File: config.mk
export PLATFORM = sky130hd
export DESIGN_NAME = riscv_pipe_ctrl
export DESIGN_NICKNAME = d
export VERILOG_FILES = /design/src/rtl/riscv_pipe_ctrl.sv
export SDC_FILE = /design/constraint.sdc
export NUM_CORES = 1
export LEC_CHECK = 0
export BUFFER_PORTS_ARGS = -buffer_cell sky130_fd_sc_hd__buf_2
export CORE_MARGIN = 4
export CORE_UTILIZATION = 30
export CTS_CLUSTER_SIZE = 25
export DETAILED_ROUTE_END_ITERATION = 16
export PLACE_DENSITY = 0.53
export SYNTH_ARGS = -nofsm -noshare
export SYNTH_HDL_FRONTEND = slang
export SYNTH_SLANG_ARGS = --single-unit
File: constraint.sdc
create_clock -name clk -period 3.2 [get_ports clk]
set_input_delay 0.64 -clock clk [delete_from_list [all_inputs] [get_ports clk]]
set_output_delay 0.64 -clock clk [all_outputs]
set_load 0.005 [all_outputs]
File: src/rtl/riscv_pipe_ctrl.sv
// ---------------------------------------------------------------------------------------------
// riscv_pipe_ctrl
//   Decode and control unit for a 5-stage RV32I pipeline. It decodes the instruction in ID,
//   holds the ID/EX control register, resolves branches and jumps in EX, and detects load-use
//   hazards. From these it produces the IF/ID/EX stall and flush controls.
//
// Parameters
//   REG_AW      register-address width (rs1/rs2/rd fields)
//   EN_UBRANCH  1: decode bltu/bgeu, 0: treat them as illegal
//   EN_ILLEGAL  1: IllegalE reports undecodable instructions, 0: IllegalE tied low
//
// Ports
//   clk, rst_n   clock, asynchronous active-low reset
//   instrD       instruction in ID
//   ZeroE/LtE/LtuE  ALU compare flags in EX (equal, signed less, unsigned less)
//   ImmSrcD      immediate select (combinational from instrD)
//   RegWriteE, MemWriteE, ALUSrcE, ResultSrcE, ALUControlE, RdE   registered EX controls
//   PCSrcE       00 PC+4, 01 PC+imm, 10 ALU (jalr)
//   StallF/StallD/FlushD/FlushE   pipeline-register controls
//   IllegalE     instruction in EX was undecodable
// ---------------------------------------------------------------------------------------------
module riscv_pipe_ctrl #(
   parameter int unsigned REG_AW     = 5,
   parameter int unsigned EN_UBRANCH = 1,
   parameter int unsigned EN_ILLEGAL = 1
) (
   input  logic              clk,
   input  logic              rst_n,
   input  logic [31:0]       instrD,
   input  logic              ZeroE,
   input  logic              LtE,
   input  logic              LtuE,
   output logic [2:0]        ImmSrcD,
   output logic              RegWriteE,
   output logic              MemWriteE,
   output logic              ALUSrcE,
   output logic [1:0]        ResultSrcE,
   output logic [2:0]        ALUControlE,
   output logic [REG_AW-1:0] RdE,
   output logic [1:0]        PCSrcE,
   output logic              StallF,
   output logic              StallD,
   output logic              FlushD,
   output logic              FlushE,
   output logic              IllegalE
);

   // Opcodes
   localparam logic [6:0] OpLoad   = 7'd3;
   localparam logic [6:0] OpImm    = 7'd19;
   localparam logic [6:0] OpStore  = 7'd35;
   localparam logic [6:0] OpReg    = 7'd51;
   localparam logic [6:0] OpLui    = 7'd55;
   localparam logic [6:0] OpBranch = 7'd99;
   localparam logic [6:0] OpJalr   = 7'd103;
   localparam logic [6:0] OpJal    = 7'd111;

   // Immediate selects
   localparam logic [2:0] ImmI = 3'b000;
   localparam logic [2:0] ImmS = 3'b001;
   localparam logic [2:0] ImmB = 3'b010;
   localparam logic [2:0] ImmJ = 3'b011;
   localparam logic [2:0] ImmU = 3'b100;

   // ALU operations
   localparam logic [2:0] AluAdd  = 3'b000;
   localparam logic [2:0] AluSub  = 3'b001;
   localparam logic [2:0] AluAnd  = 3'b010;
   localparam logic [2:0] AluOr   = 3'b011;
   localparam logic [2:0] AluXor  = 3'b100;
   localparam logic [2:0] AluSlt  = 3'b101;
   localparam logic [2:0] AluSltu = 3'b110;

   // Result selects
   localparam logic [1:0] ResAlu = 2'b00;
   localparam logic [1:0] ResMem = 2'b01;
   localparam logic [1:0] ResPc4 = 2'b10;
   localparam logic [1:0] ResImm = 2'b11;

   typedef enum logic [2:0] {
      BrNone = 3'd0,
      BrEq   = 3'd1,
      BrNe   = 3'd2,
      BrLt   = 3'd3,
      BrGe   = 3'd4,
      BrLtu  = 3'd5,
      BrGeu  = 3'd6
   } br_e;

   typedef struct packed {
      logic              reg_write;
      logic              mem_write;
      logic              alu_src;
      logic [1:0]        result_src;
      logic [2:0]        alu_ctrl;
      br_e               br;
      logic              jump;
      logic              jalr;
      logic [REG_AW-1:0] rd;
      logic              illegal;
   } ctrl_t;

   logic [6:0]        opc;
   logic [2:0]        f3;
   logic [6:0]        f7;
   logic [REG_AW-1:0] rs1_d;
   logic [REG_AW-1:0] rs2_d;

   assign opc   = instrD[6:0];
   assign f3    = instrD[14:12];
   assign f7    = instrD[31:25];
   assign rs1_d = instrD[15 +: REG_AW];
   assign rs2_d = instrD[20 +: REG_AW];

   ctrl_t      dec;
   ctrl_t      ctrl_d;
   ctrl_t      ctrl_q;
   logic [2:0] imm_src;
   logic       legal;

   // ------------------------------------------------------------------------------------------
   // Decode (ID)
   // ------------------------------------------------------------------------------------------
   always_comb begin
      dec     = '0;
      imm_src = ImmI;
      legal   = 1'b0;
      case (opc)
         OpLoad: begin
            legal          = (f3 == 3'd2);
            dec.reg_write  = 1'b1;
            dec.alu_src    = 1'b1;
            dec.result_src = ResMem;
            dec.alu_ctrl   = AluAdd;
         end
         OpImm: begin
            legal         = 1'b1;
            dec.reg_write = 1'b1;
            dec.alu_src   = 1'b1;
            case (f3)
               3'd0:    dec.alu_ctrl = AluAdd;
               3'd4:    dec.alu_ctrl = AluXor;
               3'd6:    dec.alu_ctrl = AluOr;
               3'd2:    dec.alu_ctrl = AluSlt;
               3'd3:    dec.alu_ctrl = AluSltu;
               default: legal = 1'b0;
            endcase
         end
         OpStore: begin
            legal         = (f3 == 3'd2);
            dec.mem_write = 1'b1;
            dec.alu_src   = 1'b1;
            dec.alu_ctrl  = AluAdd;
            imm_src       = ImmS;
         end
         OpReg: begin
            legal         = 1'b1;
            dec.reg_write = 1'b1;
            case (f3)
               3'd0: begin
                  if (f7 == 7'd0) begin
                     dec.alu_ctrl = AluAdd;
                  end else if (f7 == 7'd32) begin
                     dec.alu_ctrl = AluSub;
                  end else begin
                     legal = 1'b0;
                  end
               end
               3'd7:    dec.alu_ctrl = AluAnd;
               3'd6:    dec.alu_ctrl = AluOr;
               3'd2:    dec.alu_ctrl = AluSlt;
               3'd3:    dec.alu_ctrl = AluSltu;
               default: legal = 1'b0;
            endcase
            // Only add/sub have an alternate funct7 encoding
            if (f3 != 3'd0 && f7 != 7'd0) begin
               legal = 1'b0;
            end
         end
         OpLui: begin
            legal          = 1'b1;
            dec.reg_write  = 1'b1;
            dec.result_src = ResImm;
            imm_src        = ImmU;
         end
         OpBranch: begin
            legal        = 1'b1;
            dec.alu_ctrl = AluSub;
            imm_src      = ImmB;
            case (f3)
               3'd0: dec.br = BrEq;
               3'd1: dec.br = BrNe;
               3'd4: dec.br = BrLt;
               3'd5: dec.br = BrGe;
               3'd6: begin
                  if (EN_UBRANCH != 0) dec.br = BrLtu;
                  else                 legal  = 1'b0;
               end
               3'd7: begin
                  if (EN_UBRANCH != 0) dec.br = BrGeu;
                  else                 legal  = 1'b0;
               end
               default: legal = 1'b0;
            endcase
         end
         OpJalr: begin
            legal          = (f3 == 3'd0);
            dec.reg_write  = 1'b1;
            dec.alu_src    = 1'b1;
            dec.result_src = ResPc4;
            dec.alu_ctrl   = AluAdd;
            dec.jalr       = 1'b1;
         end
         OpJal: begin
            legal          = 1'b1;
            dec.reg_write  = 1'b1;
            dec.result_src = ResPc4;
            dec.jump       = 1'b1;
            imm_src        = ImmJ;
         end
         default: legal = 1'b0;
      endcase

      if (legal) begin
         dec.rd = instrD[7 +: REG_AW];
      end else begin
         // Undecodable (including the all-zero reset bubble): everything off
         dec     = '0;
         imm_src = ImmI;
      end
      dec.illegal = ~legal & (EN_ILLEGAL != 0);
   end

   assign ImmSrcD = imm_src;

   // ------------------------------------------------------------------------------------------
   // ID/EX control register
   // ------------------------------------------------------------------------------------------
   assign ctrl_d = FlushE ? '0 : dec;

   always_ff @(posedge clk or negedge rst_n) begin
      if (!rst_n) begin
         ctrl_q <= '0;
      end else begin
         ctrl_q <= ctrl_d;
      end
   end

   assign RegWriteE   = ctrl_q.reg_write;
   assign MemWriteE   = ctrl_q.mem_write;
   assign ALUSrcE     = ctrl_q.alu_src;
   assign ResultSrcE  = ctrl_q.result_src;
   assign ALUControlE = ctrl_q.alu_ctrl;
   assign RdE         = ctrl_q.rd;
   assign IllegalE    = (EN_ILLEGAL != 0) ? ctrl_q.illegal : 1'b0;

   // ------------------------------------------------------------------------------------------
   // Branch resolution (EX)
   // ------------------------------------------------------------------------------------------
   logic taken;
   logic redirect;

   always_comb begin
      taken = 1'b0;
      case (ctrl_q.br)
         BrEq:    taken = ZeroE;
         BrNe:    taken = ~ZeroE;
         BrLt:    taken = LtE;
         BrGe:    taken = ~LtE;
         BrLtu:   taken = LtuE;
         BrGeu:   taken = ~LtuE;
         default: taken = 1'b0;
      endcase
   end

   assign PCSrcE   = ctrl_q.jalr                ? 2'b10 :
                     (ctrl_q.jump | taken)      ? 2'b01 : 2'b00;
   assign redirect = (PCSrcE != 2'b00);

   // ------------------------------------------------------------------------------------------
   // Load-use hazard
   // ------------------------------------------------------------------------------------------
   logic uses_rs1;
   logic uses_rs2;
   logic lw_stall;

   always_comb begin
      uses_rs1 = 1'b0;
      uses_rs2 = 1'b0;
      case (opc)
         OpLoad, OpImm, OpJalr:     uses_rs1 = 1'b1;
         OpStore, OpReg, OpBranch: begin
            uses_rs1 = 1'b1;
            uses_rs2 = 1'b1;
         end
         default: ;
      endcase
   end

   assign lw_stall = (ctrl_q.result_src == ResMem) & ctrl_q.reg_write &
                     (ctrl_q.rd != '0) &
                     (((ctrl_q.rd == rs1_d) & uses_rs1) | ((ctrl_q.rd == rs2_d) & uses_rs2));

   // A redirect wins: the instruction being stalled is about to be discarded anyway
   assign StallF = lw_stall & ~redirect;
   assign StallD = lw_stall & ~redirect;
   assign FlushD = redirect;
   assign FlushE = lw_stall | redirect;

endmodule

==> impl_results.md, run 1 <==
- Synth Cell Area: 1508 um2
- Site Rows: 25
- Worst hold-check path type: input port to async pin
- Starting Density: 31.50%
- Post-CTS Setup Bufs: 0
- Synth Instances: 157
- Dpl cell area: 1728 um2
- Switching share of total power: between 20% and 30%
- Clock-pin transition on the worst setup and hold timing paths: 0.07 ns
- Drt initial violations: 53
- Final Hold Violating Endpoints: 0
- Synth top area cells: dfrtp_1 (32%), buf_4 (7.0%), nor4_2 (5.8%)
- Tightest Pin Transition: 0.4297 ns
- Peak VDD IR: 0.1242 mV
- Reg2Reg Depth: 6
- Core area: 4786 um2
- Comb pwr share: 19.0%
- Global-route usage over all layers: 11.84%
- Critical R2R Capture: ctrl_q[9]
- Dominant cell type by area after synthesis: dfrtp_1
- Die W: around 80 um
- Clock Latency Late Sink: 0.25 ns
- Fin crit share: 82.04%
- Clock Sink Count: 19
- Kind of critical path: input port to primary output
- DRT Wirelength: between 3 and 4 mm
- Sequential power share: 48.5%
- Startpoint types: input port
- Relative slew slack: a little under three quarters
- Largest net degree at the start of global routing: 20
- Antenna violations before repair: 0
- Leak pwr: 0.8274 nW
- Setup_tns: 0 ns
- Setup violations, final: 0
- Post-DRT Antenna Nets: 0
- CTS tree: built
- Final min period: about 2.6 ns
- R2r startpoint: RdE[1]
- Post-synth top area share: between 30% and 40%
- Pwr per Cell Area: 283.0 nW/um2
- Chip Height: ~79 um
- Ys flop type: dfrtp_1
- Nets@finish: 236
- First-pass GRT wire length: 5.934 mm
- Worst EP required: approximately 2.6 ns
- Die ar.: just over 6000 um2
- Setup slack after layout: 0.5747 ns
- Reg-to-reg setup timing slack: 1.27 ns
- I/O pin total: 60
- Syn Nets: 194
- CP max FO: 14
- Internal power: 370.2 uW
- Unrepaired setup endpoints after global routing: no
- Number of synthesized flops with an enable pin: 0
- N_diodes: 0
- Inserted Clock Buffers: 3
- Initial DRT Pass Iterations: 4
- Syn. warnings: 0
- PortBufs: 59
- Final Power: 502.1 uW
- Layout cells sized above 1: 43.94%
- Hold buffer count at CTS: 0
- Status: finished clean
- P_sw: between 100 and 150 uW
- Worst EP arrival: 1.99 ns
- Pre-CTS WS: 0.5752 ns
- CP endpoint kind: primary output
- Max Freq: 380.9 MHz
- H-Tree Depth: 1
- Yosys cell types: 48
- Setup crit start: instrD[5]
- Dpl hpwl: 2.817 mm
- Via Count: roughly 1,300
- Fin area: 1774 um2
- Synth Register Bits: 19
- Post-synth ARST share: 100.0%
- Clock buffer depth: 2
- Clock power frac: 32.5%
- Total gr overflow: 0
- RD Place Congestion: slightly above 0.8
- Syn_area_per_cell: 9.603 um2
- Area grow syn2layout: 17.68%
- Min Hold Slack: 0.3200 ns
- WL per Instance: 13.23 um
- CTS-repair resized insts: 0
- Clock root buffer: clkbuf_8
- # DRC: 0
- Post-synthesis sequential area ratio: 31.54%
- Max Slew Vio Count: 0
- Number of global-route vias before repair: 1,247
- DR vias/cell: ~4.9
- Setup Skew: 0.004351 ns
- Max-cap violations: 0
==> flip-flops by register name, summed over array words and instances (netlist names) <==
name and flops:
MemWriteE 1, RdE 5, IllegalE 1, ALUSrcE 1, ctrl_q 5, ResultSrcE 2, RegWriteE 1, ALUControlE 3
==> Yosys cell counts, drive strengths merged, types with 3 or more instances <==
cell / instances
nand2: 9
o21ai: 8
nand4: 3
nor2: 8
buf: 23
nand2b: 4
a21oi: 5
nor4b: 6
nor4: 13
xor2: 9
a31oi: 3
nor2b: 6
nor3: 8
nor3b: 4
dfrtp: 19
==> power groups by stage <==
stage          registers [mW]  logic, mW  clock network [mW]
2_1_floorplan           0.248     0.0593                   0
3_3_place_gp            0.248     0.0965                   0
3_5_place_dp            0.248     0.0957                   0
4_1_cts                 0.243     0.0961               0.168
5_1_grt                 0.243      0.107               0.181
6_report                0.243     0.0954               0.163
==> per-stage QoR <==
stage | utilization, % | instances
finish | 37.07 | 265
global placement | 36.10 | 261
floorplan | - | 157
CTS | 37.07 | 265
global route | 37.07 | 265
detailed placement | 36.10 | 261
==> worst max-delay path, stage by stage <==
cell     delay, ns
buf_2         0.23
and3b_1       0.30
nand4_1       0.22
o21ai_2       0.14
nor3_2        0.07
o21ai_0       0.22
buf_2         0.16
==> worst max path at each step <==
stage / end / slack [ns] / cells past startpoint
after floorplan: StallF / 0.60 / 8
after global placement: StallF / 0.52 / 7
after detailed placement: ImmSrcD[0] / 0.58 / 7
after CTS: ImmSrcD[0] / 0.57 / 7
after global routing: ImmSrcD[0] / 0.38 / 7
final: ImmSrcD[0] / 0.57 / 7
==> kinds of logic (layout without fill, tap and decap cells) <==
logic type	after synthesis	in the layout	share of synthesized area, %
xor gates and xnor gates	11	11	6.391
and+or+nand+nor	76	76	38.01
DFF	19	19	31.54
muxes	2	2	1.411
buffers and inverters	25	66	12.03
AOI/OAI and AO/OA	24	24	10.62
==> routing by layer <==
layer,track usage (%),vias to the layer above,routed length [um]
met4,4.639,0,36
met3,1.701,2,213
met1,16.97,614,1704
met5,0,-,0
li1,-,638,-
met2,17.91,35,1551
==> area by class of cell <==
cell class | instances | area (um2)
clock inverter | 1 | 5.005
fill | 486 | 3012
clock buffer | 3 | 41.29
multi-input combinational | 113 | 850.8
tap | 67 | 83.83
sequential | 19 | 475.5
timing repair buffer | 62 | 317.8
==> cell usage in the layout (no fill, tap or decap), drive strengths merged, types with 6 or more instances in the layout <==
master	netlist	final
nor3	8	8
buf	23	62
nor2b	6	6
xor2	9	9
o21ai	8	8
nor2	8	8
nor4b	6	6
nor4	13	13
nand2	9	9
dfrtp	19	19
Note: power is estimated with default switching activity, not from simulation.
==> inputs of run 2 (changes only) <==
- PLACE_DENSITY: 0.53 -> 0.55
- clock period: 3.2 -> 2.1 ns (I/O delays scaled with it)
==> run 2 against run 1 <==
Net effect: the run now ends with setup timing left; non-clock buffer count up 17; hold slack worse by 0.23 ns; total power up 60%; register-to-register slack worse by 1.0 ns; first-iteration DRC count up 15%; highest routed layer unchanged.
==> impl_results.md, run 2 (synthesis results as in run 1) <==
- Status: complete, but fails checks (was finished clean)
- Violated checks: setup timing
- Global-route usage over all layers: 12.29% (was 11.84%)
- Final Hold Violating Endpoints: 0 (unchanged)
- I/O pin total: 60 (unchanged)
- Drt initial violations: 61 (was 53)
- DR vias/cell: 4.770 (was 4.864)
- Core Util, Final: 41.49% (was 37.07%)
- Via Count: 1,345 (was 1,289)
- Pwr per Cell Area: 404.7 nW/um2 (was 283.0 nW/um2)
- Setup slack after layout: -0.1534 ns (was 0.5747 ns)
- N_diodes: 0 (unchanged)
- Pre-CTS WS: -0.03353 ns (was 0.5752 ns)
- Fin crit share: 107.3%
- First-pass GRT wire length: 6.030 mm (was 5.934 mm)
- CP delay by family, top: simple AND/OR/NAND/NOR gates (unchanged)
- Worst EP arrival: 1.83 ns (was 1.99 ns)
- Most common cell after layout, fill and taps aside: buf_2 (unchanged)
- Max stage delay on crit path: 0.54 ns (was 0.30 ns)
- Nets@finish: 253 (was 236)
- Inserted Clock Buffers: 3 (unchanged)
- Worst hold-check path type: input port to async pin (unchanged)
- Clock Latency Late Sink: 0.26 ns (was 0.25 ns)
- Slowest cell on the critical path: or4_1 (was and3b_1)
- Antenna violations before repair: 0 (unchanged)
- Startpoint types: flip-flop (was input port)
- Clock root buffer: clkbuf_8 (unchanged)
- Relative slew slack: 72.02% (was 71.35%)
- Worst EP required: 1.68 ns (was 2.56 ns)
- Die ar.: 6224 um2 (unchanged)
- Site Rows: 25 (unchanged)
- Core area: 4786 um2 (unchanged)
- Max Freq: 443.8 MHz
- Chip Height: 78.89 um (unchanged)
- Unrepaired setup endpoints after global routing: yes (was no)
- CTS tree: built (unchanged)
- PortBufs: 59 (unchanged)
- Worst path cell trace: or4_1, o21ai_2, a21oi_2, or2_2, buf_2 (was buf_2, and3b_1, nand4_1, o21ai_2, nor3_2, o21ai_0, buf_2)
- Setup Skew: 0.002590 ns (was 0.004351 ns)
- Peak VDD IR: 0.1820 mV (was 0.1242 mV)
- # DRC: 0 (unchanged)
- Clock buffer depth: 2 (unchanged)
- Kind of critical path: flip-flop to primary output (was input port to primary output)
- CP max FO: 4 (was 14)
- H-Tree Depth: 1 (unchanged)
- Number of global-route vias before repair: 1,288 (was 1,247)
- RD Place Congestion: 0.7910 (was 0.8162)
- Clock Sink Count: 19 (unchanged)
- Max Slew Vio Count: 0 (unchanged)
- Final min period: 2.253 ns
- Total gr overflow: 0 (unchanged)
- Max-cap violations: 0 (unchanged)
- Clock-pin transition on the worst setup and hold timing paths: 0.07 ns (about the same)
- Largest net degree at the start of global routing: 22 (was 20)
- Tightest Pin Transition: 0.4196 ns (was 0.4297 ns)
- Setup violations, final: 3 (was 0)
- Area grow syn2layout: 31.70% (was 17.68%)
- Starting Density: 31.50% (unchanged)
- Layout cells sized above 1: 50.70% (was 43.94%)
- Die W: 78.89 um (unchanged)
- WL per Instance: 13.49 um (was 13.23 um)
- Dpl hpwl: 2.948 mm (was 2.817 mm)
- Initial DRT Pass Iterations: 4 (unchanged)
- DRT Wirelength: 3.803 mm (was 3.506 mm)
- Crit path buffers/inverters: 1 (was 2)
- CP endpoint kind: primary output (unchanged)
- Post-DRT Antenna Nets: 0 (unchanged)
- Leak pwr: 0.9217 nW (was 0.8274 nW)
- Commonest cells after routing, fill and taps aside: buf_2 (59), dfrtp_1 (19), buf_4 (18) (was buf_2 (59), dfrtp_1 (19), nand2_1 (9), xor2_1 (9), nor2_1 (8))
==> run 2: cell types whose count changed in the layout (fill, tap and decap cells not counted), sizes merged <==
| cell | change |
|---|---|
| buf | +16 |
| clkbuf | +2 |
| clkinv | -1 |
==> run 2: final timing paths <==
check	start	end	slack [ns]	cells past startpoint
hold / removal	rst_n	RdE[3]	0.09	1
setup reg to reg	RdE[2]	ctrl_q[10]	0.26	6
min in group clk	instrD[11]	RdE[4]	0.41	2
hold reg to reg	ctrl_q[7]	RdE[4]	0.77	4
max in group asynchronous	rst_n	ALUControlE[0]	1.71	1
setup / recovery	RdE[2]	FlushE	-0.15	5
==> run 2: through the flow <==
stage | instance area, um2 | total power [mW] | TNS [ns] | hold WS, ns | instances
2_1_floorplan | 1511 | 0.4686 | 0 | 0.1244 | 157
3_3_place_gp | 1856 | 0.5423 | -0.03767 | 0.3816 | 276
3_5_place_dp | 1856 | 0.5432 | -0.09983 | 0.3850 | 276
4_1_cts | 1901 | 0.8016 | -0.5780 | 0.1040 | 280
5_1_grt | 1986 | 0.8510 | -0.7948 | 0.1247 | 282
6_report | 1986 | 0.8036 | -0.4522 | 0.08902 | 282
==> run 2: final cells by class <==
cell class                 instances  area, um2
tap                               67      83.83
clock buffer                       4      45.04
fill                             490       2800
multi-input combinational        113      905.9
sequential                        19      475.5
timing repair buffer              79      475.5
==> run 2: power by group <==
part | internal (mW) | switching (mW)
Clock | 0.135 | 0.120
Sequential | 0.369 | 0.00207
Combinational | 0.0858 | 0.0926
==> run 2: repair_timing <==
action,CTS,global route
endpoints found under the setup margin,4,5
pin swaps,5,5
gates resized for setup,2,9
buffers inserted,0,1
hold buffers,0,0
gates cloned,0,1
==> run 2: layer usage <==
metal	global-route usage (%)	wire, um
met1	16.40	1806
met2	20.20	1761
met3	1.020	168
met4	5.670	66
met5	0	0
